**config.mk**
```make
export PLATFORM = sky130hd
export DESIGN_NAME = mem_write_monitor_flat
export DESIGN_NICKNAME = d
export VERILOG_FILES = /design/src/rtl/mem_write_monitor_if.sv /design/src/rtl/mem_write_monitor.sv /design/src/flat_wrapper.sv
export SDC_FILE = /design/constraint.sdc
export NUM_CORES = 1
export LEC_CHECK = 0
export ABC_AREA = 1
export CAP_MARGIN = 20
export CORE_UTILIZATION = 40
export CTS_CLUSTER_SIZE = 8
export DETAILED_ROUTE_END_ITERATION = 10
export PLACE_DENSITY = 0.78
export SLEW_MARGIN = 20
export SYNTH_ARGS = -nofsm -noshare
export SYNTH_HDL_FRONTEND = slang
export SYNTH_SLANG_ARGS = --single-unit
```
**constraint.sdc**
```tcl
create_clock -name clk -period 1.86 [get_ports clk]
set_input_delay 0.372 -clock clk [delete_from_list [all_inputs] [get_ports clk]]
set_output_delay 0.372 -clock clk [all_outputs]
set_load 0.005 [all_outputs]
```
**src/rtl/mem_write_monitor_if.sv**
```systemverilog
// Data-memory store port as seen by the write monitor: one store per cycle
// while memwrite is high.
interface mem_write_monitor_if;
  logic        memwrite;
  logic [31:0] dataadr;
  logic [31:0] writedata;

  modport master (output memwrite, dataadr, writedata);
  modport slave  (input  memwrite, dataadr, writedata);
endinterface

```
**src/rtl/mem_write_monitor.sv**
```systemverilog
// Pass/fail responder for self-checking MIPS programs: arms a window with an
// expected (address, data) store and reports PASS on first match or FAIL on timeout.
module mem_write_monitor #(
  parameter int unsigned TIMEOUT_CYCLES = 200
) (
  input  logic                      clk,
  input  logic                      reset,
  input  logic                      start,
  input  logic [31:0]               exp_adr,
  input  logic [31:0]               exp_data,
  mem_write_monitor_if.slave        bus,
  output logic                      busy,
  output logic                      done,
  output logic                      pass,
  output logic [31:0]               cycle_count,
  output logic [15:0]               write_count,
  output logic [15:0]               mismatch_count,
  output logic [31:0]               last_adr,
  output logic [31:0]               last_data
);

  localparam logic [1:0] IDLE = 2'd0;
  localparam logic [1:0] RUN  = 2'd1;
  localparam logic [1:0] PASS = 2'd2;
  localparam logic [1:0] FAIL = 2'd3;

  localparam logic [31:0] LAST_CYCLE = 32'(TIMEOUT_CYCLES - 1);

  logic [1:0]  state, state_nxt;
  logic [31:0] exp_adr_q, exp_data_q;
  logic        store, match, timeout;

  assign store   = (state == RUN) && !start && bus.memwrite;
  assign match   = store && (bus.dataadr == exp_adr_q) && (bus.writedata == exp_data_q);
  assign timeout = (state == RUN) && !start && (cycle_count == LAST_CYCLE);

  // A match on the final window cycle takes precedence over the timeout.
  always_comb begin
    state_nxt = state;
    if (start)        state_nxt = RUN;
    else if (match)   state_nxt = PASS;
    else if (timeout) state_nxt = FAIL;
  end

  always_ff @(posedge clk) begin
    if (reset) begin
      state          <= IDLE;
      exp_adr_q      <= '0;
      exp_data_q     <= '0;
      cycle_count    <= '0;
      write_count    <= '0;
      mismatch_count <= '0;
      last_adr       <= '0;
      last_data      <= '0;
    end else begin
      state <= state_nxt;
      if (start) begin
        exp_adr_q      <= exp_adr;
        exp_data_q     <= exp_data;
        cycle_count    <= '0;
        write_count    <= '0;
        mismatch_count <= '0;
        last_adr       <= '0;
        last_data      <= '0;
      end else if (state == RUN) begin
        cycle_count <= cycle_count + 32'd1;
        if (store && (write_count != '1))
          write_count <= write_count + 16'd1;
        if (store && !match) begin
          if (mismatch_count != '1)
            mismatch_count <= mismatch_count + 16'd1;
          last_adr  <= bus.dataadr;
          last_data <= bus.writedata;
        end
      end
    end
  end

  assign busy = (state == RUN);
  assign done = (state == PASS) || (state == FAIL);
  assign pass = (state == PASS);

endmodule

```
**src/flat_wrapper.sv**
```systemverilog
// flat-port wrapper written by rule: the top's interface ports become plain ports
module mem_write_monitor_flat 
#(
  parameter int unsigned TIMEOUT_CYCLES = 200
)
  (clk, reset, start, exp_adr, exp_data, busy, done, pass, cycle_count, write_count, mismatch_count, last_adr, last_data, bus_memwrite, bus_dataadr, bus_writedata);
  mem_write_monitor_if bus_i ();
  input  logic clk;
  input  logic reset;
  input  logic start;
  input  logic [31:0] exp_adr;
  input  logic [31:0] exp_data;
  output logic busy;
  output logic done;
  output logic pass;
  output logic [31:0] cycle_count;
  output logic [15:0] write_count;
  output logic [15:0] mismatch_count;
  output logic [31:0] last_adr;
  output logic [31:0] last_data;
  input wire logic [$bits(bus_i.memwrite)-1:0] bus_memwrite;
  input wire logic [$bits(bus_i.dataadr)-1:0] bus_dataadr;
  input wire logic [$bits(bus_i.writedata)-1:0] bus_writedata;
  assign bus_i.memwrite = bus_memwrite;
  assign bus_i.dataadr = bus_dataadr;
  assign bus_i.writedata = bus_writedata;
  mem_write_monitor #(.TIMEOUT_CYCLES(TIMEOUT_CYCLES)) u_core (.clk(clk), .reset(reset), .start(start), .exp_adr(exp_adr), .exp_data(exp_data), .bus(bus_i), .busy(busy), .done(done), .pass(pass), .cycle_count(cycle_count), .write_count(write_count), .mismatch_count(mismatch_count), .last_adr(last_adr), .last_data(last_data));
endmodule
```
Yosys cells after proc, flatten, opt, wreduce, memory -nomap -nowiden
Index checks and enable logic that the tools add are counted.
- bits in registers: 194
- bits of input ports: 132
- output and inout port bits: 131
- word-level logic and storage cells: 39
- $add $sub $neg: 3
- equality and inequality tests: 8
- muxes and demuxes: 3
- reduce and logical (&&, ||, !) cells: 16
- operator list (operator ; count):
    equality test 32 bit ; 2
    adder 16 x 1 -> 16 bit (second input constant) ; 2
    adder 32 x 1 -> 32 bit (second input constant) ; 1
    equality test 32 x 8 -> 1 bit (second input constant) ; 1
    != test 16 bit (second input constant) ; 2
    logical AND 1 bit ; 7
    equality test 2 bit (second input constant) ; 2
    2-to-1 mux 2 bit ; 2
    AND reduction 2 bit ; 2
    AND reduction 3 bit ; 1
    nonzero test 3 bit ; 1
    equality test 2 x 1 -> 1 bit (second input constant) ; 1
    zero test 1 bit ; 2
    nonzero test 2 bit ; 1
    OR reduction 2 bit ; 1
    logical OR 1 bit ; 1
    2-to-1 mux 1 bit ; 1

Longest topological paths before layout
Gate-level depths: netlist (run 1).
- depth in word-level cells: 8
- gate-level depth with buffers: 15
- gate-level depth less buffers: 13

Least setup slack after synthesis (run 1)
OpenSTA, ideal clock, no wires.
- path type: register to register
- start: register u_core.state[0]
- end: register u_core.last_adr[12]
- library setup time: 0.113 ns
- arrival: 1.674 ns
- required time: 1.747 ns
- slack: 0.073 ns
- stages on the path, launching flop included: 16
- path buffers: 2
- clock period less this slack: 1.787 ns
- path through: dfxtp_1 inv_2 nor2_2 nand2_2 nor2_4 nand2_1 nor2_1 nand2_1 nor2_2 nand3_2 nand2_2 buf_6 buf_4 nand2_1 nand2_1 nor2_1
- word-level cells in the longest chain between the ends: 8
- RTL lines (element ; line ; text):
    start: declaration ; mem_write_monitor.sv:29 ; logic [1:0] state, state_nxt;
    start signal: assignment ; mem_write_monitor.sv:56 ; state <= state_nxt;
    equality test 2 x 1 -> 1 bit (*) ; mem_write_monitor.sv:33, mem_write_monitor.sv:65 ;
    logical AND 1 bit (2 in series) ; mem_write_monitor.sv:33 ; assign store = (state == RUN) && !start && bus.memwrite;
    logical AND 1 bit (2 in series) ; mem_write_monitor.sv:34 ; assign match = store && (bus.dataadr == exp_adr_q) && (bus.writedata == exp_data_q);
    zero test 1 bit ; mem_write_monitor.sv:69 ; if (store && !match) begin
    logical AND 1 bit ; mem_write_monitor.sv:69 ;
    AND reduction 2 bit (no source line) (*) ; n/a ;
    end signal: assignment ; mem_write_monitor.sv:72 ; last_adr <= bus.dataadr;
    end: declaration ; mem_write_monitor.sv:18 ; output logic [31:0] last_adr,
Mark *: on every way between the ends. The rest lies on a longest branch, timed or not.
A chain may end at the register's enable or synchronous reset.

Final worst setup path (run 1)
- start: input port bus_writedata[5]
- end: register u_core.last_data[18]
- word-level cells in the longest chain between the ends: 5
- RTL lines (element ; line ; text):
    start: declaration ; flat_wrapper.sv:23 ; input wire logic [$bits(bus_i.writedata)-1:0] bus_writedata;
    equality test 32 bit ; mem_write_monitor.sv:34 ;
    logical AND 1 bit ; mem_write_monitor.sv:34 ;
    zero test 1 bit ; mem_write_monitor.sv:69 ;
    logical AND 1 bit ; mem_write_monitor.sv:69 ;
    AND reduction 2 bit (no source line) ; n/a ;
    end signal: assignment ; mem_write_monitor.sv:73 ; last_data <= bus.writedata;
    end: declaration ; mem_write_monitor.sv:19 ; output logic [31:0] last_data
Every way passes these cells.

==> metrics.log, run 1 <==
[metrics] post-synthesis sequential element count: 194
[metrics] Slowest Stage Delay on Critical Path: 0.53 ns
[metrics] critical path arrival: 2.32 ns
[metrics] Final Hold Fails: 0
[metrics] initial antenna violation count: 0
[metrics] Yosys warnings: 0
[metrics] all-layer global routing usage: 25.3%
[metrics] Layout area overhead: 52.7%
[metrics] Worst-Skew Late Latency: 0.43 ns
[metrics] delay-heaviest family, CP: simple AND/OR/NAND/NOR gates
[metrics] Tightest Pin Transition: 0.977 ns
[metrics] Final #Nets: 1842
[metrics] maximum clock frequency: 0.510 GHz
[metrics] largest voltage drop on the vdd net: 0.528 mV
[metrics] slowest stage cell, crit path: sky130_fd_sc_hd__clkdlybuf4s50_1
[metrics] pin count of the biggest net entering global routing: 89
[metrics] via count of the first global-routing pass: 9602
[metrics] status: complete, but fails checks
[metrics] number of flops mapped to enable cells by yosys: 0
[metrics] part of the Yosys area used for sequential elements: 42.6%
[metrics] area taken by multi-input logic gates: 0.00468 mm2
[metrics] clock tree from TritonCTS: yes
[metrics] Detail Route Antenna Nets: 0
[metrics] Core ar.: 0.0221 mm2
[metrics] wire length of the first global-routing pass: 47.5 mm
[metrics] Detailed Place HPWL: 21.0 mm
[metrics] total die area: 0.0234 mm2
[metrics] I/O pin total: 263
[metrics] startpoint class of the critical path: primary input
[metrics] cell breakdown of the critical path: clkdlybuf4s50_1, xnor2_1, nand2_1, nor2_1, nand3_1, nor2_4, nand3_4, nand2_8, buf_12, clkbuf_16, o21ai_2, nor2_1
[metrics] average cell area after synthesis: 6.60 um2
[metrics] violated checks: setup timing
[metrics] top post-synthesis cells by area: sky130_fd_sc_hd__dfxtp_1, sky130_fd_sc_hd__nor2_1, sky130_fd_sc_hd__nand2_1
[metrics] final critical path time including I/O delays and setup: 1.96 ns
[metrics] cell mode on critical path: sky130_fd_sc_hd__nor2_1
[metrics] clk sinks: 194
[metrics] register area: 0.00390 mm2
[metrics] leakage power summed over all cells: 5.75 nW
[metrics] Data required, critical path: 2.22 ns
[metrics] remaining max-slew budget at the tightest pin: 34.9%
[metrics] class of the worst hold path: primary input to register
[metrics] Post-Syn Area: 0.00912 mm2
[metrics] Sum Neg Setup Slack: -2.91 ns
[metrics] DR iter-0 viols: 534
[metrics] Commonest cells post-synth: sky130_fd_sc_hd__nor2_1, sky130_fd_sc_hd__nand2_1, sky130_fd_sc_hd__dfxtp_1, sky130_fd_sc_hd__inv_1, sky130_fd_sc_hd__o21ai_0
[metrics] count of buffering cells on the critical path with inverters included: 3
[metrics] final clock period utilization by the worst path: 105%
[metrics] Async S/R FF share, synth: 0%
[metrics] effective utilization at floorplan: 41.3%
[metrics] gr ovfl total: 0
[metrics] total via count after detailed routing: 10000
[metrics] max cap viols: 0
[metrics] clk slew on worst S/H paths: 0.08 ns
[metrics] most common cell in the netlist: sky130_fd_sc_hd__nor2_1
[metrics] Cell variety after synth: 32
[metrics] Layout fillers: 1895
[metrics] DRC viols: 0
[metrics] final critical-path setup slack: -0.101 ns
[metrics] htree depth: 4
[metrics] setup repair after global routing missed its margin: yes
[metrics] final routed wirelength across all metal layers: 30.1 mm
[metrics] max-slew violation count: 0
[metrics] Fin Clk Skew: 0.0144 ns
[metrics] clock buffers created by TritonCTS: 17
[metrics] number of detailed-routing iterations run before antenna repair: 5
[metrics] wire length per cell after detailed routing: 15.1 um
[metrics] Longest Clk Path Bufs: 2
[metrics] post-place setup slack: -0.633 ns
[metrics] PortBufs: 262
[metrics] worst setup path class: primary input to register
[metrics] total power divided by cell area: 664 mW/mm2
[metrics] routability cong.: 0.912
[metrics] share of final-layout standard cells stronger than drive strength 1: 13.6%
[metrics] syn nets: 1518
[metrics] synthesized netlist cell count: 1383
[metrics] Synth top area share: 42.6%
[metrics] average via count per standard cell: 5.00
[metrics] Die Y-Extent: 153 um
[metrics] placed cell count: 1944
[metrics] Setup Viol. Count Final: 74
[metrics] most frequently used flop master after synthesis: sky130_fd_sc_hd__dfxtp_1
[metrics] cell type contributing the most total cell area after synthesis: sky130_fd_sc_hd__dfxtp_1
[metrics] number of buffers inserted for hold repair after clock tree synthesis: 0
[metrics] Horiz. Die Dim: 153 um
[metrics] nature of the critical path endpoint: register
[metrics] Non-Filler Instances: 2000
[metrics] # rows: 54
[metrics] diodes inserted: 0
[metrics] clock tree root driver cell: sky130_fd_sc_hd__clkbuf_16
[metrics] maximum fanout along the worst path: 9
[layout make-up]
type / count / share of cell area [%]
Timing Repair Buffer: 358 / 26.9
Inverter: 178 / 4.80
Clock buffer: 21 / 3.31
Multi-Input combinational cell: 958 / 33.6
Clock inverter: 11 / 0.854
Tap cell: 280 / 2.52
Sequential cell: 194 / 28.0
[logic make-up (layout without fill, tap and decap cells)]
logic type	after synthesis	in the layout	share of synthesized area [%]
simple gates	718	718	32.1
buf+inv	231	568	10.1
compound gates	197	197	11.0
flops	194	194	42.6
xor+xnor	40	40	3.84
fa+ha+maj	3	3	0.412
[through the flow]
step                      hold slack [ns]  instance area (um2)  power, W  util [%]
after floorplan                     0.441                 9120   0.00494         -
after global placement              0.454                12600   0.00553      56.9
after detailed placement            0.460                12600   0.00556      56.9
after CTS                           0.472                13400   0.00926      60.9
after global routing                0.282                13900   0.00960      63.0
final                               0.265                13900   0.00924      63.0
[registers in the layout, indices dropped and copies added (netlist names)]
name                   flops
u_core.cycle_count        32
u_core.exp_adr_q          32
u_core.exp_data_q         32
u_core.last_adr           32
u_core.last_data          32
u_core.mismatch_count     16
u_core.write_count        16
u_core.state               2
[tightest hold or removal path: stages]
cell and delay, ns:
sky130_fd_sc_hd__dlymetal6s2s_1 0.12, sky130_fd_sc_hd__nor2_1 0.06, sky130_fd_sc_hd__nor2_1 0.10
[final timing paths]
kind,from,end,slack [ns],depth (start not counted)
setup / recovery,bus_writedata[5],u_core.last_data[18],-0.10,12
setup reg to reg,u_core.state[0],u_core.cycle_count[24],-0.09,15
hold reg to reg,u_core.exp_adr_q[11],u_core.exp_adr_q[11],0.47,2
hold / removal,bus_dataadr[9],u_core.last_adr[9],0.27,3
[layout by cell type, fill, tap and decap left out, types with 3 or more instances in the layout]
cell	instances
sky130_fd_sc_hd__a21oi_1	54
sky130_fd_sc_hd__a31oi_1	4
sky130_fd_sc_hd__buf_12	17
sky130_fd_sc_hd__buf_4	65
sky130_fd_sc_hd__buf_6	6
sky130_fd_sc_hd__clkbuf_16	22
sky130_fd_sc_hd__clkdlybuf4s50_1	241
sky130_fd_sc_hd__clkinvlp_4	3
sky130_fd_sc_hd__dfxtp_1	182
sky130_fd_sc_hd__dfxtp_2	11
sky130_fd_sc_hd__dlymetal6s2s_1	18
sky130_fd_sc_hd__inv_1	171
sky130_fd_sc_hd__inv_2	6
sky130_fd_sc_hd__inv_6	4
sky130_fd_sc_hd__nand2_1	250
sky130_fd_sc_hd__nand2_2	8
sky130_fd_sc_hd__nand2_4	4
sky130_fd_sc_hd__nand3_1	41
sky130_fd_sc_hd__nand3_2	4
sky130_fd_sc_hd__nand4_1	30
sky130_fd_sc_hd__nor2_1	290
sky130_fd_sc_hd__nor2_2	30
sky130_fd_sc_hd__nor2_4	12
sky130_fd_sc_hd__nor3_1	28
sky130_fd_sc_hd__nor3_2	4
sky130_fd_sc_hd__nor4_1	5
sky130_fd_sc_hd__o21ai_0	103
sky130_fd_sc_hd__o21ai_1	18
sky130_fd_sc_hd__o21ai_2	14
sky130_fd_sc_hd__or2_2	3
sky130_fd_sc_hd__xnor2_1	29
sky130_fd_sc_hd__xor2_1	11
[per-layer routing]
layer	part of all wire [%]	global-route usage [%]
met4	2.4	9.48
met5	0	0
met2	49	45.0
met1	42	29.7
met3	6.2	5.50
[where the power goes]
group          switching [W]  internal [W]  total (W)
clock network        0.00173       0.00196    0.00369
registers          0.0000760       0.00428    0.00435
logic               0.000570      0.000625    0.00120
total                0.00237       0.00687    0.00924
[repair_timing]
item                       4_1_cts  5_1_grt
buffers inserted                12        6
pin swaps                       10       37
gates cloned                     3        6
setup endpoints to repair       95      111
gates resized for setup         38      130
hold endpoints to repair         0        0
Note: power is estimated with default switching activity, not from simulation.
==> run 2, diff against run 1 <==
CORE_UTILIZATION = 43   (was 40)
PLACE_DENSITY = 0.82   (was 0.78)
==> run 2 against run 1 <==
Against the previous run: the run still ends with setup timing left; sequential power about the same; sequential share of layout area about the same; clock power is 4% higher; register-to-register slack about the same; power up 1.9%; critical path depth increased by 1; cell count shrank 0.80%; global-route usage is 1.7 points higher; hold slack better by 0.0037 ns; combinational power hardly changed; core utilization is 4.8 points higher; critical endpoint is now u_core.last_adr[24]; largest cell class unchanged; highest routed layer unchanged.
==> metrics.log, run 2 (same netlist as run 1, synthesis figures left out) <==
[metrics] status: complete, but fails checks
[metrics] violated checks: setup timing
[metrics] routability cong.: 0.919 (+0.73%)
[metrics] maximum clock frequency: 0.507 GHz (-0.57%)
[metrics] hold slack final: 0.269 ns (+0.00373 ns)
[metrics] clock buffers created by TritonCTS: 17 (unchanged)
[metrics] clk slew on worst S/H paths: 0.08 ns (about the same)
[metrics] Tightest Pin Transition: 0.957 ns (-0.0197 ns)
[metrics] initial antenna violation count: 6 (+6)
[metrics] total non-filler cell area in the finished layout: 0.0139 mm2 (-0.14%)
[metrics] pin count of the biggest net entering global routing: 89 (unchanged)
[metrics] Die Y-Extent: 148 um (-3.5%)
[metrics] worst setup path class: primary input to register
[metrics] Fin Clk Skew: 0.00951 ns (-0.00492 ns)
[metrics] Setup Viol. Count Final: 83 (+12%)
[metrics] total die area: 0.0218 mm2 (-6.9%)
[metrics] post-place setup slack: -0.659 ns (-0.0261 ns)
[metrics] all-layer global routing usage: 26.9% (+1.7 points)
[metrics] Detail Route Antenna Nets: 0 (unchanged)
[metrics] gr ovfl total: 0 (unchanged)
[metrics] final clock period utilization by the worst path: 106% (+0.60 points)
[metrics] DRC viols: 0 (unchanged)
[metrics] startpoint class of the critical path: primary input
[metrics] final critical-path setup slack: -0.112 ns (-0.0112 ns)
[metrics] clock tree root driver cell: sky130_fd_sc_hd__clkbuf_16
[metrics] setup repair after global routing missed its margin: yes
[metrics] most frequent standard cell in the layout excluding fill and tap cells: sky130_fd_sc_hd__nor2_1
[metrics] share of final-layout standard cells stronger than drive strength 1: 14.6% (+0.97 points)
[metrics] max cap viols: 0 (unchanged)
[metrics] clock tree from TritonCTS: yes
[metrics] # rows: 52 (-3.7%)
[metrics] Layout area overhead: 52.4%
[metrics] wire length of the first global-routing pass: 46.3 mm (-2.6%)
[metrics] Longest Clk Path Bufs: 2 (unchanged)
[metrics] largest voltage drop on the vdd net: 0.552 mV (+4.5%)
[metrics] class of the worst hold path: primary input to register
[metrics] total power divided by cell area: 677 mW/mm2 (+2.0%)
[metrics] via count of the first global-routing pass: 9416 (-1.9%)
[metrics] DR iter-0 viols: 587 (+9.9%)
[metrics] wire length per cell after detailed routing: 15.6 um (+3.4%)
[metrics] final routed wirelength across all metal layers: 30.9 mm (+2.5%)
[metrics] nature of the critical path endpoint: register
[metrics] Core ar.: 0.0205 mm2 (-7.2%)
[metrics] critical path arrival: 2.30 ns (-0.02 ns)
[metrics] remaining max-slew budget at the tightest pin: 36.2% (+1.3 points)
[metrics] clk sinks: 194 (unchanged)
[metrics] Detailed Place HPWL: 20.5 mm (-2.1%)
[metrics] Final Hold Fails: 0 (unchanged)
[metrics] leakage power summed over all cells: 5.57 nW (-3.2%)
[metrics] Horiz. Die Dim: 148 um (-3.5%)
[metrics] average via count per standard cell: 5.06 (+1.1%)
[metrics] maximum fanout along the worst path: 6 (-3)
[metrics] final critical path time including I/O delays and setup: 1.97 ns (+0.0112 ns)
[metrics] total placed instance area: 0.0124 mm2 (-0.98%)
[metrics] most frequent cells in the layout: sky130_fd_sc_hd__nor2_1, sky130_fd_sc_hd__nand2_1, sky130_fd_sc_hd__clkdlybuf4s50_1
[metrics] max-slew violation count: 0 (unchanged)
[metrics] I/O pin total: 263 (unchanged)
[metrics] number of detailed-routing iterations run before antenna repair: 5 (unchanged)
[metrics] Overall Power: 0.00941 W (+1.9%)
[metrics] total via count after detailed routing: 10000 (+0.29%)
[metrics] Final #Nets: 1831 (-0.60%)
[metrics] Worst-Skew Late Latency: 0.43 ns (about the same)
[metrics] Data required, critical path: 2.19 ns (-0.03 ns)
[metrics] htree depth: 4 (unchanged)
[metrics] effective utilization at floorplan: 44.5% (+3.2 points)
[metrics] PortBufs: 262 (unchanged)
run 2: changes by cell type in the layout (fill, tap and decap cells not counted), moves of 5 or more:
cell                              delta
sky130_fd_sc_hd__dfxtp_1             +5
sky130_fd_sc_hd__dlymetal6s2s_1     -16
sky130_fd_sc_hd__nor2_1             -17
sky130_fd_sc_hd__clkdlybuf4s50_1     -6
sky130_fd_sc_hd__nand2_2            +10
sky130_fd_sc_hd__nor2_4             +13
sky130_fd_sc_hd__dlygate4sd2_1      +23
sky130_fd_sc_hd__nand2_1            -12
sky130_fd_sc_hd__buf_12              -5
sky130_fd_sc_hd__dfxtp_2             -6
sky130_fd_sc_hd__diode_2             +5
run 2: per-layer routing:
layer	up-vias	track usage, %	share of wire (%)
met5	-	0	0
met4	0	12.9	4.0
met3	86	6.11	7.3
met2	404	46.5	48
met1	4570	31.5	40
li1	4978	-	-
run 2: worst max-delay path, cell delays in order:
cell and delay [ns]:
sky130_fd_sc_hd__clkdlybuf4s50_1 0.50, sky130_fd_sc_hd__xnor2_1 0.15, sky130_fd_sc_hd__nand2_1 0.10, sky130_fd_sc_hd__nor2_1 0.18, sky130_fd_sc_hd__nand2_1 0.09, sky130_fd_sc_hd__nor2_1 0.19
sky130_fd_sc_hd__nand3_4 0.12, sky130_fd_sc_hd__nand2_4 0.10, sky130_fd_sc_hd__buf_6 0.12, sky130_fd_sc_hd__inv_8 0.06, sky130_fd_sc_hd__buf_12 0.15, sky130_fd_sc_hd__nor2_1 0.11
sky130_fd_sc_hd__nor2_1 0.07
run 2: layout make-up:
cell class | instances | area, um2
antenna | 5 | 12.5
clock buffer | 18 | 439
clock inverter | 14 | 175
fill | 1690 | 6590
inverter | 178 | 676
multi-input combinational | 958 | 4830
sequential | 194 | 3900
tap | 270 | 338
timing repair buffer | 347 | 3540
run 2: metrics by stage:
stage / utilization, % / instances / TNS, ns
floorplan: - / 1383 / 0
global placement: 60.7 / 1930 / -47.25
detailed placement: 60.7 / 1930 / -51.34
CTS: 64.8 / 1972 / -1.34
global route: 67.9 / 1984 / -13.40
finish: 67.9 / 1984 / -5.09
run 2: repair_timing:
item                                    CTS  global route
setup buffers                             6             3
pin swaps                                 3            24
hold buffers                              0             0
endpoints found under the setup margin   97           103
resized for setup                        62           153
gates cloned                              4             5
run 2: worst paths after layout:
path / cells past startpoint / slack, ns / endpoint / startpoint
min reg2reg: 2 / 0.47 / u_core.write_count[4] / u_core.write_count[4]
max: 13 / -0.11 / u_core.last_adr[24] / bus_writedata[21]
max reg2reg: 15 / -0.10 / u_core.last_adr[24] / u_core.state[0]
min: 3 / 0.27 / u_core.last_data[12] / bus_writedata[12]
run 2: where the power goes:
group / total (W) / internal, W / switching (W)
combinational: 0.00121 / 0.000616 / 0.000594
clock: 0.00384 / 0.00207 / 0.00177
sequential: 0.00436 / 0.00428 / 0.0000824
==> run 3, diff against run 2 <==
CORE_UTILIZATION = 48   (was 43)
PLACE_DENSITY = 0.87   (was 0.82)
TNS_END_PERCENT = 10   (was not set)
clock period = 2.1 ns   (was 1.86 ns; I/O delays follow)
==> run 3 against run 2 <==
Against the previous run: the run now ends clean; clock-buffer cell count is 1 lower; sequential cell count unchanged; largest cell class unchanged; die area fell by 10%; combinational power down 18%; critical endpoint is now u_core.last_adr[18]; setup slack better by 0.17 ns; sequential power decreased by 11%; via count shrank 2.2%; cell count fell by 3.3%; first-iteration DRC count rose by 31%; non-clock buffer count fell by 26.
==> metrics.log, run 3 (same netlist as run 1, synthesis figures left out) <==
[metrics] Tightest Pin Transition: 0.456 ns (-0.501 ns)
[metrics] Layout area overhead: 43.1%
[metrics] gr ovfl total: 0 (unchanged)
[metrics] clk slew on worst S/H paths: 0.07 ns (about the same)
[metrics] max cap viols: 0 (unchanged)
[metrics] final clock period utilization by the worst path: 97.3%
[metrics] I/O pin total: 263 (unchanged)
[metrics] number of detailed-routing iterations run before antenna repair: 5 (unchanged)
[metrics] WL met3: 2.05 mm (-9.6%)
[metrics] total power divided by cell area: 623 mW/mm2 (-7.9%)
[metrics] leakage power summed over all cells: 5.25 nW (-5.7%)
[metrics] most frequent standard cell in the layout excluding fill and tap cells: sky130_fd_sc_hd__nor2_1
[metrics] Met2 Wirelength: 13.4 mm (-11%)
[metrics] setup repair after global routing missed its margin: yes
[metrics] critical path arrival: 2.37 ns (+0.07 ns)
[metrics] post-place setup slack: -0.375 ns (+0.284 ns)
[metrics] final critical path time including I/O delays and setup: 2.04 ns
[metrics] highest metal layer with signal wires: met4
[metrics] clock tree from TritonCTS: yes
[metrics] Setup Viol. Count Final: 0 (-100%)
[metrics] initial antenna violation count: 1 (-5)
[metrics] wire length of the first global-routing pass: 44.3 mm (-4.4%)
[metrics] most frequent cells in the layout: sky130_fd_sc_hd__nor2_1, sky130_fd_sc_hd__nand2_1, sky130_fd_sc_hd__clkdlybuf4s50_1
[metrics] remaining max-slew budget at the tightest pin: 69.3% (+33 points)
[metrics] nature of the critical path endpoint: register
[metrics] Worst-Skew Late Latency: 0.44 ns (about the same)
[metrics] via count of the first global-routing pass: 9261 (-1.6%)
[metrics] # rows: 50 (-3.8%)
[metrics] clk sinks: 194 (unchanged)
[metrics] total via count after detailed routing: 9822 (-2.2%)
[metrics] slowest stage cell, crit path: sky130_fd_sc_hd__clkdlybuf4s50_1
[metrics] Final #Nets: 1805 (-1.4%)
[metrics] all-layer global routing usage: 28.3% (+1.3 points)
[metrics] total die area: 0.0196 mm2 (-10%)
[metrics] final routed wirelength across all metal layers: 27.8 mm (-10%)
[metrics] Longest Clk Path Bufs: 2 (unchanged)
[metrics] maximum clock frequency: 0.489 GHz
[metrics] Slowest Stage Delay on Critical Path: 0.50 ns (about the same)
[metrics] DR iter-0 viols: 767 (+31%)
[metrics] PortBufs: 262 (unchanged)
[metrics] max-slew violation count: 0 (unchanged)
[metrics] Data required, critical path: 2.43 ns (+0.24 ns)
[metrics] net switching share of the total power: 26.2% (+0.19 points)
[metrics] htree depth: 4 (unchanged)
[metrics] startpoint class of the critical path: primary input
[metrics] part of the power in registers: 47.4% (+1.1 points)
[metrics] Detail Route Antenna Nets: 0 (unchanged)
[metrics] Core ar.: 0.0186 mm2 (-9.0%)
[metrics] DRC viols: 0 (unchanged)
[metrics] hold slack final: 0.353 ns (+0.0846 ns)
[metrics] final critical-path setup slack: 0.0566 ns (+0.169 ns)
[metrics] Horiz. Die Dim: 140 um (-5.3%)
[metrics] maximum fanout along the worst path: 24 (+18)
[metrics] clock buffers created by TritonCTS: 17 (unchanged)
[metrics] clock tree root driver cell: sky130_fd_sc_hd__clkbuf_16
[metrics] pin count of the biggest net entering global routing: 69 (-22%)
[metrics] cell mode on critical path: sky130_fd_sc_hd__nand2_1
[metrics] total routed wire length on the met1 layer: 11.5 mm (-7.8%)
[metrics] routability cong.: 0.899 (-2.2%)
[metrics] largest voltage drop on the vdd net: 0.532 mV (-3.7%)
[metrics] setup slack of the worst register-to-register path: 0.08 ns (+0.18 ns)
[metrics] status: completed
[metrics] Clk pwr share: 40.4% (-0.4 points)
[metrics] combinational cell fraction of total power: 12.2% (-0.7 points)
[metrics] average via count per standard cell: 5.12 (+1.2%)
[metrics] net switching power: 0.00213 W (-13%)
[metrics] worst setup path class: primary input to register
[metrics] Die Y-Extent: 140 um (-5.3%)
[metrics] Final Hold Fails: 0 (unchanged)
[metrics] cell breakdown of the critical path: clkdlybuf4s50_1, inv_2, nand2_2, nor2_4, nand2_1, nor2_1, nand2_1, nor2_2, nand3_2, nand2_8, clkbuf_16, nand2_1, nand2_1, nor2_1
[metrics] class of the worst hold path: primary input to register
[metrics] effective utilization at floorplan: 48.9% (+4.4 points)
[metrics] wire length per cell after detailed routing: 14.5 um (-6.9%)
[metrics] Detailed Place HPWL: 20.1 mm (-2.2%)
[metrics] Fin Clk Skew: 0.0158 ns (+0.00625 ns)
[metrics] Pint: 0.00600 W (-14%)
[metrics] share of final-layout standard cells stronger than drive strength 1: 7.43% (-7.1 points)
-- run 3: worst paths after layout --
check,start,endpoint,cells after the start
min,bus_dataadr[1],u_core.last_adr[1],3
max reg2reg,u_core.state[0],u_core.last_adr[18],15
min reg2reg,u_core.write_count[4],u_core.write_count[4],2
max,start,u_core.last_adr[18],14
-- run 3: repair_timing --
| action | 4_1_cts | 5_1_grt |
|---|---|---|
| setup buffers | 0 | 2 |
| gates resized for setup | 0 | 38 |
| hold buffers | 0 | 0 |
| endpoints found under the setup margin | 0 | 87 |
-- run 3: cell type report --
class | count | area (um2)
well taps | 234 | 293
multi-input cells | 958 | 4400
clock buffers | 17 | 425
clock inverters | 15 | 166
inverters | 178 | 671
flip-flops and latches | 194 | 3890
fillers | 1497 | 5590
diodes | 1 | 2.50
repair buffers | 321 | 3210
-- run 3: per-layer routing --
metal	GRT usage [%]	vias to the layer above
met5	0	-
met4	12.0	0
met3	6.88	65
met2	48.8	419
met1	33.3	4419
li1	-	4919
-- run 3: critical path: cells and delay by family --
family	cells	cell delay, ns
AND/OR/NAND/NOR	11	1.13
buffers and inverters	3	0.84
-- run 3: through the flow --
| step | std cells | util, % | setup TNS [ns] | instance area, um2 | power, W |
|---|---|---|---|---|---|
| CTS | 1913 | 69.0 | 0 | 12900 | 0.00814 |
| finish | 1918 | 70.0 | 0 | 13100 | 0.00813 |
| global route | 1918 | 70.0 | -1.99 | 13100 | 0.00844 |
| global placement | 1881 | 65.9 | -26.79 | 12300 | 0.00487 |
| floorplan | 1383 | - | 0 | 9120 | 0.00437 |
| detailed placement | 1881 | 65.9 | -28.27 | 12300 | 0.00490 |
-- run 3: power groups by stage --
stage | Sequential [W] | Clock (W) | Combinational (W)
finish | 0.00386 | 0.00328 | 0.000992
detailed placement | 0.00394 | 0 | 0.000955
CTS | 0.00386 | 0.00332 | 0.000963
global placement | 0.00393 | 0 | 0.000934
floorplan | 0.00393 | 0 | 0.000446
global route | 0.00387 | 0.00348 | 0.00110
